**src/rtl/sprite_line_scheduler.sv**
```systemverilog
// sprite_line_scheduler
//   Per-scanline sprite evaluator and loader. On line_start it walks the sprite
//   attribute table, picks (in index order) up to SLOTS sprites whose 16-row
//   extent covers next_line, fetches each picked sprite's 32-bit pattern row
//   and writes it, with its attributes, into the per-slot registers used on
//   the following line.
// Ports
//   clk, rst            clock, asynchronous active-high reset
//   line_start          1-cycle pulse, next_line sampled with it
//   attr_addr/attr_rd   attribute table read; attr_data valid one cycle later
//   pat_req/pat_addr    pattern row request held until pat_valid (pat_data)
//   slot_we/slot_idx/slot_*   one-cycle load strobe with slot contents
//   slot_en             valid mask of loaded slots for the evaluated line
//   busy/done/overflow  evaluation status
module sprite_line_scheduler #(
  parameter int NUM_SPRITES = 32,
  parameter int SLOTS       = 8
) (
  input  logic                           clk,
  input  logic                           rst,
  input  logic                           line_start,
  input  logic [8:0]                     next_line,
  output logic [$clog2(NUM_SPRITES)-1:0] attr_addr,
  output logic                           attr_rd,
  input  logic [31:0]                    attr_data,
  output logic                           pat_req,
  output logic [8:0]                     pat_addr,
  input  logic                           pat_valid,
  input  logic [31:0]                    pat_data,
  output logic                           slot_we,
  output logic [$clog2(SLOTS)-1:0]       slot_idx,
  output logic [8:0]                     slot_posx,
  output logic [31:0]                    slot_colors,
  output logic [3:0]                     slot_sclx,
  output logic                           slot_swpx,
  output logic [1:0]                     slot_pal,
  output logic [SLOTS-1:0]               slot_en,
  output logic                           busy,
  output logic                           done,
  output logic                           overflow
);
  localparam int IW = $clog2(NUM_SPRITES);
  localparam int SW = $clog2(SLOTS);
  localparam logic [IW-1:0] LAST_IDX = IW'(NUM_SPRITES - 1);
  localparam logic [SW:0]   FULL     = (SW+1)'(SLOTS);
  localparam logic [SW:0]   ONE      = (SW+1)'(1);

  typedef enum logic [2:0] {IDLE, SCAN, EVAL, FETCH, LOAD, FINISH} state_t;

  state_t      state;
  logic [IW-1:0] idx;
  logic [SW:0] count;          // one extra bit so "all slots used" is representable
  logic [8:0]  line_q;
  logic        pending;        // line_start seen while a fetch was outstanding
  logic [8:0]  pending_line;

  // Attribute word fields (valid in EVAL)
  logic [8:0] a_posx, a_posy, row9;
  logic [3:0] a_sclx, row;
  logic       a_swpx, a_swpy, a_en, hit, last, restart;
  logic [4:0] a_pat;
  logic [1:0] a_pal;

  assign a_posx = attr_data[8:0];
  assign a_posy = attr_data[17:9];
  assign a_sclx = attr_data[21:18];
  assign a_swpx = attr_data[22];
  assign a_swpy = attr_data[23];
  assign a_en   = attr_data[24];
  assign a_pat  = attr_data[29:25];
  assign a_pal  = attr_data[31:30];

  // 9-bit subtraction wraps mod 512, so sprites straddling line 0 still hit.
  assign row9 = line_q - a_posy;
  assign hit  = a_en && (row9[8:4] == 5'd0);
  assign row  = a_swpy ? (4'd15 - row9[3:0]) : row9[3:0];
  assign last = (idx == LAST_IDX);

  assign attr_addr = idx;

  // A new line starts immediately in every state except FETCH, where the
  // outstanding request must be allowed to complete first.
  always_comb begin
    restart = 1'b0;
    case (state)
      FETCH:   restart = pat_valid && (pending || line_start);
      default: restart = line_start;
    endcase
  end

  always_ff @(posedge clk or posedge rst) begin
    if (rst) begin
      state        <= IDLE;
      idx          <= '0;
      count        <= '0;
      line_q       <= '0;
      pending      <= 1'b0;
      pending_line <= '0;
      attr_rd      <= 1'b0;
      pat_req      <= 1'b0;
      pat_addr     <= '0;
      slot_we      <= 1'b0;
      slot_idx     <= '0;
      slot_posx    <= '0;
      slot_colors  <= '0;
      slot_sclx    <= '0;
      slot_swpx    <= 1'b0;
      slot_pal     <= '0;
      slot_en      <= '0;
      busy         <= 1'b0;
      done         <= 1'b0;
      overflow     <= 1'b0;
    end else begin
      attr_rd <= 1'b0;
      slot_we <= 1'b0;
      done    <= 1'b0;
      if (restart) begin
        line_q   <= line_start ? next_line : pending_line;
        pending  <= 1'b0;
        idx      <= '0;
        count    <= '0;
        slot_en  <= '0;
        overflow <= 1'b0;
        busy     <= 1'b1;
        pat_req  <= 1'b0;  // any completed fetch data is simply dropped
        attr_rd  <= 1'b1;
        state    <= SCAN;
      end else begin
        case (state)
          IDLE: begin end
          SCAN: state <= EVAL;
          EVAL: begin
            if (hit) begin
              if (count == FULL) begin
                overflow <= 1'b1;
                busy     <= 1'b0;
                done     <= 1'b1;
                state    <= FINISH;
              end else begin
                slot_posx <= a_posx;
                slot_sclx <= a_sclx;
                slot_swpx <= a_swpx;
                slot_pal  <= a_pal;
                pat_addr  <= {a_pat, row};
                pat_req   <= 1'b1;
                state     <= FETCH;
              end
            end else if (last) begin
              busy  <= 1'b0;
              done  <= 1'b1;
              state <= FINISH;
            end else begin
              idx     <= idx + IW'(1);
              attr_rd <= 1'b1;
              state   <= SCAN;
            end
          end
          FETCH: begin
            if (line_start) begin
              pending      <= 1'b1;
              pending_line <= next_line;
            end
            if (pat_valid) begin
              slot_colors               <= pat_data;
              pat_req                   <= 1'b0;
              slot_we                   <= 1'b1;
              slot_idx                  <= count[SW-1:0];
              slot_en[count[SW-1:0]]    <= 1'b1;
              state                     <= LOAD;
            end
          end
          LOAD: begin
            count <= count + ONE;
            if (last) begin
              busy  <= 1'b0;
              done  <= 1'b1;
              state <= FINISH;
            end else begin
              idx     <= idx + IW'(1);
              attr_rd <= 1'b1;
              state   <= SCAN;
            end
          end
          FINISH:  state <= IDLE;
          default: state <= IDLE;
        endcase
      end
    end
  end
endmodule

```
**config.mk**
```make
export PLATFORM = sky130hd
export DESIGN_NAME = sprite_line_scheduler
export DESIGN_NICKNAME = d
export VERILOG_FILES = /design/src/rtl/sprite_line_scheduler.sv
export SDC_FILE = /design/constraint.sdc
export NUM_CORES = 1
export LEC_CHECK = 0
export ABC_AREA = 0
export BUFFER_PORTS_ARGS = -buffer_cell sky130_fd_sc_hd__buf_2
export CORE_AREA = 3 3 86 149
export DETAILED_ROUTE_END_ITERATION = 16
export DIE_AREA = 0 0 89 152
export PLACE_DENSITY = 0.76
export SETUP_SLACK_MARGIN = 0.4
export SLEW_MARGIN = 15
export SYNTH_ARGS = -nofsm -noshare
export SYNTH_HDL_FRONTEND = slang
export SYNTH_SLANG_ARGS = --single-unit
```
**constraint.sdc**
```tcl
create_clock -name clk -period 3.45 [get_ports clk]
set_input_delay 0.345 -clock clk [delete_from_list [all_inputs] [get_ports clk]]
set_output_delay 0.345 -clock clk [all_outputs]
set_load 0.01 [all_outputs]
```
Word level (Yosys, flattened, before mapping)
Index checks and enable logic that the tools add are counted.
{"block": "totals", "word_cells": 115, "output_inout_bits": 79, "inputBits": 77, "regBits": 105}
{"block": "op_classes", "n_addsub": 4, "n_lt_le_gt_ge": 2, "n_bitwise": 3, "muxes": 49, "reduce_logical": 25, "n_eq_ne": 12}
{"op": "$mux 1", "count": 27}
{"op": "$mux 8", "count": 3}
{"op": "$mux 3", "count": 5}
{"op": "$mux 5", "count": 3}
{"op": "$pmux 3 s5", "count": 1}
{"op": "$reduce_bool 2->1", "count": 7}
{"op": "$mux 4", "count": 3}
{"op": "$ne 3x3->1 const B", "count": 4}
{"op": "$reduce_and 2->1", "count": 6}
{"op": "$pmux 5 s2", "count": 1}
{"op": "$mux 9", "count": 1}
{"op": "$sub 9x9->9", "count": 1}
{"op": "$or 8x8->8", "count": 1}
{"op": "$pmux 1 s2", "count": 4}
{"op": "$reduce_and 4->1", "count": 2}
{"op": "$eq 3x2->1 const B", "count": 2}
{"op": "$reduce_and 3->1", "count": 2}
{"op": "$reduce_bool 3->1", "count": 2}
{"op": "$add 5x1->5 const B", "count": 1}
{"op": "$eq 5x5->1 const B", "count": 1}
{"op": "$logic_not 5->1", "count": 1}
{"op": "$add 4x1->4 const B", "count": 1}
{"op": "$eq 4x4->1 const B", "count": 1}
{"op": "$lt 3x4->1 const B", "count": 1}
{"op": "other kinds (11)", "count": 14}

Logic depth before layout (Yosys ltp)
Gate-level depths: netlist of run 1.
{"block": "depth", "ltp_word": 8, "mapped_depth": 10, "ltp_nobuf": 10}

Least setup slack after synthesis of run 1
OpenSTA, ideal clock, no wires.
{"block": "synth_timing", "path_kind": "reg2reg", "startpoint": "reg line_q[0]", "endpoint": "reg pat_addr[7]", "required_time_ps": 3325, "stages_incl_launch_ff": 11, "synth_period_minus_slack_ps": 2727, "n_path_buf": 1, "setup_slack_ps": 723, "setup_time_ps": 125, "t_arrival_ps": 2602, "cell_sequence": "dfrtp_1 inv_1 ha_1 fa_1 nand3b_1 a22o_2 a211oi_2 o21ai_2 nor3_4 buf_6 mux2_2"}
{"block": "synth_via", "elab_chain_len": 4}
{"item": "from (decl)", "line": "53", "source": "logic [8:0] line_q;"}
{"item": "from (signal assigned)", "line": "118", "source": "line_q <= line_start ? next_line : pending_line;"}
{"item": "$sub 9x9->9", "line": "74", "source": "assign row9 = line_q - a_posy;"}
{"item": "$logic_not 5->1", "line": "75", "source": "assign hit = a_en && (row9[8:4] == 5'd0);"}
{"item": "$logic_and 1x1->1", "line": "75"}
{"item": "$reduce_and 4->1 (no line)"}
{"item": "to (signal assigned)", "line": "144", "source": "pat_addr <= {a_pat, row};"}
{"item": "to (decl)", "line": "27", "source": "output logic [8:0] pat_addr,"}
No other way between the ends.
A chain may end at the register's enable or synchronous reset.

Worst setup path after layout of run 1
{"block": "layout_timing", "startpoint": "reg line_q[0]", "endpoint": "reg slot_posx[5]"}
{"block": "layout_via", "elab_chain_len": 4}
{"item": "$sub 9x9->9", "line": "74"}
{"item": "$logic_not 5->1", "line": "75"}
{"item": "$logic_and 1x1->1", "line": "75"}
{"item": "$reduce_and 4->1 (no line)"}
{"item": "to (signal assigned)", "line": "140", "source": "slot_posx <= a_posx;"}
{"item": "to (decl)", "line": "32", "source": "output logic [8:0] slot_posx,"}
No other way between the ends.

==> results of run 1 <==
worst max-delay path by stage:
stage | startpoint | end | slack (ns) | depth (start not counted)
6_report | line_q[0] | slot_posx[5] | 0.69 | 10
5_1_grt | line_q[0] | slot_sclx[2] | 0.52 | 10
4_1_cts | line_q[0] | slot_posx[4] | 0.69 | 10
3_5_place_dp | attr_data[9] | slot_sclx[3] | 0.62 | 10
3_3_place_gp | attr_data[9] | slot_pal[1] | 0.64 | 10
2_1_floorplan | line_q[0] | pat_addr[7] | 0.72 | 10
worst max-delay path, cell delays in order, from the launching register on:
cell and delay [ns]:
dfrtp_1 0.34, inv_1 0.06, ha_1 0.19, fa_1 0.39, nand3b_1 0.21, a22o_2 0.23
a211oi_2 0.23, o21ai_2 0.16, nor3_4 0.20, buf_4 0.26, mux2_2 0.36
layout by cell type, fill, tap and decap left out, drive strengths merged, types with 5 or more instances in the layout:
cell    netlist  final
buf           5    161
nand2       121    121
dfrtp       105    105
mux2         34     34
inv          18     18
o21ai        18     18
nor2         15     15
ha           13     13
mux2i        11     11
a21oi        11     11
clkbuf       11     10
xnor2         8      8
nand3         6      6
o31ai         6      6
a21o          5      5
layer usage:
| metal | track usage | vias up |
|---|---|---|
| li1 | - | 1777 |
| met1 | 0.183 | 1796 |
| met2 | 0.316 | 111 |
| met3 | 0.0331 | 13 |
| met4 | 0.0688 | 0 |
| met5 | 0 | - |
cell usage after synthesis (all sizes together), types with 2 or more instances:
| master | count |
|---|---|
| a21o | 5 |
| a21oi | 11 |
| a22o | 3 |
| a31o | 3 |
| a32o | 4 |
| and3 | 2 |
| buf | 5 |
| clkbuf | 11 |
| dfrtp | 105 |
| ha | 13 |
| inv | 18 |
| mux2 | 34 |
| mux2i | 11 |
| nand2 | 121 |
| nand2b | 2 |
| nand3 | 6 |
| nand3b | 2 |
| nand4 | 2 |
| nor2 | 15 |
| nor3 | 4 |
| o21a | 3 |
| o21ai | 18 |
| o22a | 2 |
| o22ai | 2 |
| o31ai | 6 |
| or3 | 4 |
| xnor2 | 8 |
| xor2 | 4 |
state kept, by name, indices dropped and copies added, names as in the netlist:
register and flops:
count 4, pat_req 1, pending 1, slot_colors 32, slot_idx 3, pat_addr 9, line_q 9, overflow 1
slot_pal 2, slot_sclx 4, state 3, attr_rd 1, slot_swpx 1, pending_line 9, busy 1, slot_posx 9
attr_addr 5, slot_we 1, done 1, slot_en 8
power breakdown:
group	internal [W]	total, W	switching (W)
sequential	0.00150	0.00164	0.000144
clock	0.000652	0.00109	0.000439
combinational	0.000436	0.000958	0.000522
area by class of cell:
cell class                      count  area [um^2]
Inverter                           19         75.1
Timing Repair Buffer              161          833
Clock inverter                      5         78.8
Multi-Input combinational cell    297         1950
Fill cell                        1054         5670
Clock buffer                       10          239
Sequential cell                   105         2630
Tap cell                          135          169
per-stage QoR:
step	std cells	instance area [um^2]	hold WS, ns	total power, W
after global placement	717	5650	0.456	0.00259
after CTS	732	5970	0.180	0.00374
final	732	5970	0.157	0.00369
after floorplan	437	4740	0.450	0.00225
after global routing	732	5970	0.190	0.00392
after detailed placement	717	5650	0.457	0.00263
logic make-up after synthesis:
| kind of cell | after synthesis | share of synthesized area |
|---|---|---|
| multiplexers | 45 | 0.104 |
| buffers and inverters | 35 | 0.0341 |
| AO/OA/AOI/OAI | 62 | 0.0955 |
| flip-flops | 105 | 0.555 |
| adder cells (fa/ha/maj) | 14 | 0.0386 |
| XOR/XNOR | 12 | 0.0222 |
| AND/OR/NAND/NOR | 164 | 0.150 |
==> results.sh, run 1 <==
export IMPL_status="finished, final reports clean"
export IMPL_synth_seq_cells=105
export IMPL_n_antenna_cell=0
export IMPL_nets=684
export IMPL_cp_start_kind="flop"
export IMPL_syn_instance_count=437
export IMPL_grt_max_degree=66
export IMPL_highest_layer="met4"
export IMPL_slew_viol_final=0
export IMPL_start_util=0.406
export IMPL_globalplace_congestion=0.845
export IMPL_finalWorstSetupSlack_ns=0.693
export IMPL_worst_pin_slew_ns=0.917
export IMPL_ant_nets=0
export IMPL_ff2ff_setup_slack_ns=0.69
export IMPL_synth_warning_count=0
export IMPL_ctsHoldBuffers=0
export IMPL_numPortBuffers=155
export IMPL_min_period_over_period=0.799
export IMPL_post_cts_resized=0
export IMPL_clk_insertion_delay_late_ns=0.34
export IMPL_ys_top_cells_by_area="dfrtp_1, nand2_1, mux2_2"
export IMPL_root_buffer="clkbuf_16"
export IMPL_max_slew_margin=0.385
export IMPL_max_freq_mhz=363
export IMPL_cts_buffers=9
export IMPL_setup_viol=0
export IMPL_finalWirelength_um=11100
export IMPL_grt_antenna_before_repair=0
export IMPL_synth_top_area_cell="dfrtp_1"
export IMPL_die_x_um=89
export IMPL_drt_met1_wl_um=4130
export IMPL_cp_required_ns=3.68
export IMPL_drc_errors=0
export IMPL_grt_use_total=0.171
export IMPL_coreArea_um2=11600
export IMPL_postCtsSetupBuffers=0
export IMPL_worst_setup_path_end_kind="flop"
export IMPL_cts_sinks=105
export IMPL_wl_per_cell_um=15.2
export IMPL_drtIter0Drc=174
export IMPL_grt_pass1_wl_um=18500
export IMPL_gr_total_overflow=0
export IMPL_arrival_ns=2.98
export IMPL_min_path_type="in -> async"
export IMPL_synth_ff_type="dfrtp_1"
export IMPL_wl_met3_um=524
export IMPL_ys_async_sr_fraction=1.00
export IMPL_dpl_hpwl_um=8390
export IMPL_powerDensity_nw_per_um2=618
export IMPL_fin_crit_ns=2.76
export IMPL_rsz0062_at_grt="false"
export IMPL_clk_pin_slew_ns=0.07
export IMPL_synth_fp_nets=528
export IMPL_drive_gt1_frac=0.370
export IMPL_rows=52
export IMPL_die_h_um=152
export IMPL_ios=156
export IMPL_crit_fanout=17
export IMPL_vias=3697
export IMPL_r2r_cells=10
export IMPL_synthesis_area_um2=4730
export IMPL_cts_tree="built"
export IMPL_p_leak_nw=3.27
export IMPL_first_global_vias=3980
export IMPL_fin_util=0.513
export IMPL_reg2reg_from="line_q[0]"
export IMPL_dr_pass1_iters=4
export IMPL_synth_cell_types=51
export IMPL_seq_area_frac_synth=0.555
export IMPL_ir_drop_mv=0.400
export IMPL_synth_edf_count=0
export IMPL_clock_path_buffers=2
export IMPL_place_ws_ns=0.620
export IMPL_maxCapViolations=0
export IMPL_synth_area_per_cell_um2=10.8
export IMPL_skew_ns=0.00824
export IMPL_wl_met2_um=6200
export IMPL_dieArea_um2=13500
export IMPL_area_growth_pct=26.2
export IMPL_critPathKind="reg -> reg"
export IMPL_finalHoldViolCount=0
export IMPL_netlist_area_leader_share=0.555
export IMPL_fin_tns_setup_ns=0
export IMPL_r2r_end="slot_posx[5]"
export IMPL_via_per_inst=5.05
export IMPL_cts_htree_levels=3
(Power assumes the default switching activity.)
==> inputs of run 2 (changes only) <==
==> constraint.sdc (replaced) <==
create_clock -name clk -period 2.55 [get_ports clk]
set_input_delay 0.255 -clock clk [delete_from_list [all_inputs] [get_ports clk]]
set_output_delay 0.255 -clock clk [all_outputs]
set_load 0.01 [all_outputs]
==> run 2 against run 1 <==
Against the previous run: the run now ends with negative setup slack left; total power rose by 35%; worst setup slack lost 0.80 ns; sequential power rose by 36%; hold slack lost 0.098 ns; critical path depth increased by 2; non-clock buffer count up 19; die area did not move; final area increased by 5.5%; sequential share of layout area shrank 2.3 points; combinational power rose by 49%; clock skew barely moved.
==> results.sh, run 2 (same netlist as run 1, synthesis figures left out) <==
export IMPL_crit_chain="inv_2 -> ha_4 -> fa_2 -> nand3b_1 -> a21oi_1 -> nor3_2 -> o21ai_2 -> buf_4 -> o31ai_4 -> buf_6 -> or3_1 -> a21oi_1"
export IMPL_pwr_share_clk=0.265
export IMPL_cp_num_cells=12
export IMPL_critPathTopFamily="compound AO/OA/AOI/OAI gates"
export IMPL_maxCapViolations=0
export IMPL_worst_setup_path_end_kind="flop"
export IMPL_globalplace_congestion=0.809
export IMPL_clock_path_buffers=2
export IMPL_min_period_over_period=1.04
export IMPL_cp_required_ns=2.82
export IMPL_rows=52
export IMPL_grt_antenna_before_repair=0
export IMPL_root_buffer="clkbuf_16"
export IMPL_r2r_cells=12
export IMPL_vias=3805
export IMPL_numPortBuffers=155
export IMPL_slew_viol_final=0
export IMPL_max_stage_delay_ns=0.36
export IMPL_drc_errors=0
export IMPL_die_h_um=152
export IMPL_clk_pin_slew_ns=0.07
export IMPL_clk_insertion_delay_late_ns=0.34
export IMPL_pwr_share_comb=0.287
export IMPL_drtIter0Drc=174
export IMPL_grt_use_met3=0.0304
export IMPL_die_x_um=89
export IMPL_powerDensity_nw_per_um2=790
export IMPL_ir_drop_mv=0.394
export IMPL_critPathKind="reg -> reg"
export IMPL_first_global_vias=4008
export IMPL_dr_pass1_iters=4
export IMPL_r2r_end="attr_addr[3]"
export IMPL_cp_start_kind="flop"
export IMPL_worst_pin_slew_ns=0.563
export IMPL_rsz0062_at_grt="true"
export IMPL_finalHoldViolCount=0
export IMPL_drive_gt1_frac=0.413
export IMPL_largest_register_ffs=32
export IMPL_cts_sinks=105
export IMPL_finalWirelength_um=11900
export IMPL_cts_buffers=9
export IMPL_via_per_inst=5.06
export IMPL_min_path_type="in -> async"
export IMPL_wl_per_cell_um=15.8
export IMPL_arrival_ns=2.92
export IMPL_pwr_share_seq=0.448
export IMPL_worst_path_buf_inv=3
export IMPL_cts_tree="built"
export IMPL_swShare=0.318
export IMPL_use_met1=0.198
export IMPL_ios=156
export IMPL_violations="negative setup slack"
export IMPL_grt_max_degree=106
export IMPL_regMostFlops="slot_colors"
export IMPL_finalWorstSetupSlack_ns=-0.105
export IMPL_max_freq_mhz=377
export IMPL_area_growth_pct=33.1
export IMPL_ctsHoldBuffers=0
export IMPL_n_antenna_cell=0
export IMPL_fin_util=0.541
export IMPL_cts_htree_levels=3
export IMPL_skew_ns=0.00797
export IMPL_mostFrequentLayoutCells="buf_2, nand2_1, dfrtp_1"
export IMPL_p_leak_nw=3.38
export IMPL_path_common_cell="a21oi_1"
export IMPL_coreArea_um2=11600
export IMPL_fin_crit_ns=2.66
export IMPL_grt_use_total=0.176
export IMPL_gr_usage_met2=0.319
export IMPL_place_ws_ns=-0.0935
export IMPL_setup_viol=30
export IMPL_fin_tns_setup_ns=-2.21
export IMPL_grt_pass1_wl_um=19000
export IMPL_ant_nets=0
export IMPL_nets=703
export IMPL_dieArea_um2=13500
export IMPL_status="complete, but fails checks"
export IMPL_p_int_w=0.00339
export IMPL_max_slew_margin=0.624
export IMPL_p_sw_w=0.00158
export IMPL_total_power_w=0.00498
export IMPL_reg2reg_from="line_q[0]"
export IMPL_gr_max_usage_layer="met2"
export IMPL_gr_total_overflow=0
export IMPL_start_util=0.406
export IMPL_ff2ff_setup_slack_ns=-0.11
export IMPL_crit_path_top_delay_cell="dfrtp_1"
export IMPL_crit_fanout=8
export IMPL_dpl_hpwl_um=8440
export IMPL_final_common_cell="buf_2"
## run 2: changes by cell type in the layout (fill, tap and decap cells not counted), sizes merged
cell / before / now
buf: 161 / 178
bufinv: 2 / 0
clkbuf: 10 / 11
clkinv: 3 / 2
clkinvlp: 1 / 4
inv: 18 / 20
## run 2: power by group through the flow
stage               sequential [W]  clock [W]  combinational [W]
floorplan                  0.00235          0           0.000702
global placement           0.00223          0            0.00130
detailed placement         0.00225          0            0.00136
CTS                        0.00223    0.00136            0.00139
global route               0.00228    0.00144            0.00158
finish                     0.00223    0.00132            0.00143
## run 2: worst max-delay path by stage
stage | from | to | slack [ns]
after floorplan | line_q[0] | pat_addr[7] | -0.09
after global placement | line_q[0] | slot_sclx[1] | 0.003
after detailed placement | line_q[0] | slot_posx[0] | -0.09
after CTS | line_q[0] | slot_posx[0] | -0.07
after global routing | line_q[0] | attr_addr[3] | -0.21
final | line_q[0] | attr_addr[3] | -0.11
## run 2: worst min-delay path, delay by kind of cell
family	cells	cell delay, ns
buffers and inverters	3	0.60
## run 2: metal layers
| metal | share of wire | up-vias |
|---|---|---|
| met5 | 0 | - |
| met4 | 0.025 | 0 |
| met3 | 0.051 | 21 |
| met2 | 0.55 | 114 |
| met1 | 0.37 | 1845 |
| li1 | - | 1825 |
## run 2: what timing repair did
item / in CTS / in global routing
cloned: 1 / 2
setup endpoints to repair: 37 / 37
setup buffers: 5 / 5
pin swaps: 6 / 5
gates resized for setup: 6 / 33
## run 2: area by class of cell
type,instances,area [um^2]
sequential,105,2630
inverter,19,75.1
clock inverter,7,60.1
multi-input combinational,297,2080
tap,135,169
clock buffer,9,225
timing repair buffer,180,1060
fill,1010,5350
## run 2: stage by stage
| stage | hold WS (ns) | std cells | cell area (um^2) |
|---|---|---|---|
| final | 0.0584 | 752 | 6300 |
| after detailed placement | 0.448 | 723 | 5720 |
| after CTS | 0.0837 | 745 | 6090 |
| after global routing | 0.0924 | 752 | 6300 |
| after global placement | 0.442 | 723 | 5720 |
| after floorplan | 0.360 | 437 | 4740 |
==> inputs of run 3 (changes only) <==
--- a/config.mk
+++ b/config.mk
@@ -10,7 +10,8 @@
 export CORE_AREA = 3 3 86 149
 export DETAILED_ROUTE_END_ITERATION = 16
 export DIE_AREA = 0 0 89 152
-export PLACE_DENSITY = 0.76
+export GPL_ROUTABILITY_DRIVEN = 0
+export PLACE_DENSITY = 0.79
 export SETUP_SLACK_MARGIN = 0.4
 export SLEW_MARGIN = 15
 export SYNTH_ARGS = -nofsm -noshare
==> constraint.sdc (replaced) <==
create_clock -name clk -period 2.3 [get_ports clk]
set_input_delay 0.23 -clock clk [delete_from_list [all_inputs] [get_ports clk]]
set_output_delay 0.23 -clock clk [all_outputs]
set_load 0.01 [all_outputs]
==> run 3 against run 2 <==
Against the previous run: the run ends with negative hold slack, negative setup slack left; fmax shrank 0.83%; final cell count increased by 1.3%; clock skew is 0.0030 ns higher; register-to-register slack got worse by 0.27 ns; worst setup slack worse by 0.27 ns; clock power rose by 25%; hold slack worse by 0.059 ns; wire length is 0.84% lower; final area rose by 1.2%; non-clock buffer count is 9 higher; combinational power up 15%; sequential cell count did not move; highest routed layer unchanged.
==> results.sh, run 3 (same netlist as run 1, synthesis figures left out) <==
export IMPL_cts_sinks=105
export IMPL_p_leak_nw=3.44
export IMPL_cts_buffers=9
export IMPL_mostFrequentLayoutCells="buf_2, nand2_1, dfrtp_1"
export IMPL_hold_ws_ns=-0.000911
export IMPL_dpl_hpwl_um=8640
export IMPL_skew_ns=0.0110
export IMPL_dr_pass1_iters=6
export IMPL_ir_drop_mv=0.494
export IMPL_clock_path_buffers=2
export IMPL_ctsHoldBuffers=0
export IMPL_min_period_over_period=1.16
export IMPL_finalWirelength_um=11800
export IMPL_cp_required_ns=2.56
export IMPL_gr_total_overflow=0
export IMPL_drc_errors=0
export IMPL_first_global_vias=3948
export IMPL_crit_fanout=4
export IMPL_max_freq_mhz=374
export IMPL_drive_gt1_frac=0.419
export IMPL_nets=713
export IMPL_violations="negative hold slack, negative setup slack"
export IMPL_max_slew_margin=0.528
export IMPL_cts_htree_levels=3
export IMPL_cts_tree="built"
export IMPL_rsz0062_at_grt="true"
export IMPL_arrival_ns=2.94
export IMPL_ff2ff_setup_slack_ns=-0.38
export IMPL_worst_setup_path_end_kind="flop"
export IMPL_status="complete, but fails checks"
export IMPL_setup_viol=37
export IMPL_ios=156
export IMPL_clk_pin_slew_ns=0.07
export IMPL_area_growth_pct=34.7
export IMPL_slew_viol_final=0
export IMPL_root_buffer="clkbuf_16"
export IMPL_ant_nets=0
export IMPL_fin_crit_ns=2.68
export IMPL_maxCapViolations=0
export IMPL_cp_start_kind="flop"
export IMPL_clk_insertion_delay_late_ns=0.34
export IMPL_dp_cells=734
export IMPL_grt_pass1_wl_um=18900
export IMPL_reg2reg_from="line_q[0]"
export IMPL_largest_register_ffs=32
export IMPL_vias=3846
export IMPL_drtIter0Drc=135
export IMPL_finalWorstSetupSlack_ns=-0.377
export IMPL_finalHoldViolCount=1
export IMPL_r2r_end="overflow"
export IMPL_grt_antenna_before_repair=0
export IMPL_rows=52
export IMPL_grt_max_degree=106
export IMPL_worst_pin_slew_ns=0.702
export IMPL_regMostFlops="slot_colors"
export IMPL_start_util=0.406
export IMPL_final_common_cell="buf_2"
export IMPL_n_antenna_cell=0
export IMPL_numPortBuffers=155
export IMPL_die_h_um=152
export IMPL_wl_per_cell_um=15.5
export IMPL_coreArea_um2=11600
export IMPL_finalNonFillerCells=762
export IMPL_fillers=1022
export IMPL_min_path_type="in -> async"
export IMPL_powerDensity_nw_per_um2=903
export IMPL_via_per_inst=5.05
export IMPL_critPathKind="reg -> reg"
export IMPL_r2r_cells=11
export IMPL_dieArea_um2=13500
export IMPL_fin_tns_setup_ns=-11.31
export IMPL_grt_use_total=0.176
export IMPL_die_x_um=89
run 3: cell count changes in the layout (fill, tap and decap cells not counted), moves of 2 or more:
cell and change:
bufinv_16 +2, clkbuf_16 -2, buf_4 +9, buf_12 +2, mux2_2 +10, mux2_1 +4
clkinvlp_4 -2, mux2_4 -14
run 3: per-stage QoR:
step / area [um^2] / utilization / total power (W) / worst slack (ns)
after floorplan: 4740 / - / 0.00338 / -0.345
after global placement: 5800 / 0.498 / 0.00397 / -0.269
after detailed placement: 5800 / 0.498 / 0.00407 / -0.394
after CTS: 6270 / 0.538 / 0.00580 / -0.382
after global routing: 6370 / 0.547 / 0.00609 / -0.505
final: 6370 / 0.547 / 0.00575 / -0.377
run 3: area by class of cell:
class	count	area [um^2]	area share
inverter	19	75.1	0.0118
clock buffer	9	225	0.0353
clock inverter	7	98.8	0.0155
multi-input combinational	298	2060	0.323
tap	135	169	0.0265
sequential	105	2630	0.413
timing repair buffer	189	1120	0.176
run 3: how the worst max path moves through the flow:
stage / startpoint / to / slack [ns]
after floorplan: line_q[0] / pat_addr[7] / -0.34
after CTS: line_q[0] / slot_sclx[0] / -0.38
after global placement: line_q[0] / slot_swpx / -0.27
final: line_q[0] / overflow / -0.38
after detailed placement: line_q[0] / slot_posx[0] / -0.39
after global routing: line_q[0] / overflow / -0.50
run 3: critical path, stage by stage, from the launching register on:
cell and delay, ns:
dfrtp_1 0.37, inv_2 0.06, ha_4 0.16, fa_2 0.34
nand3b_1 0.21, a22o_2 0.24, a211oi_2 0.20, o21ai_2 0.12
buf_6 0.14, or3_4 0.38, or2_4 0.24, a21oi_1 0.14
run 3: what timing repair did:
action / CTS / global route
gates resized for setup: 11 / 19
pin swaps: 5 / 5
buffers inserted: 8 / 2
gates cloned: 2 / 0
endpoints found under the setup margin: 37 / 68
run 3: where the power goes:
part	leakage (nW)	total [W]	switching (W)	internal, W
sequential	1.38	0.00247	0.000222	0.00224
clock	0.157	0.00165	0.000686	0.000964
combinational	1.91	0.00164	0.000846	0.000791
total	3.44	0.00575	0.00175	0.00400
run 3: routing by layer:
metal | global-route usage | up-vias | wire, um
met5 | 0 | - | 0
li1 | - | 1848 | -
met1 | 0.202 | 1880 | 4390
met3 | 0.0304 | 16 | 514
met4 | 0.0646 | 0 | 244
met2 | 0.316 | 102 | 6640
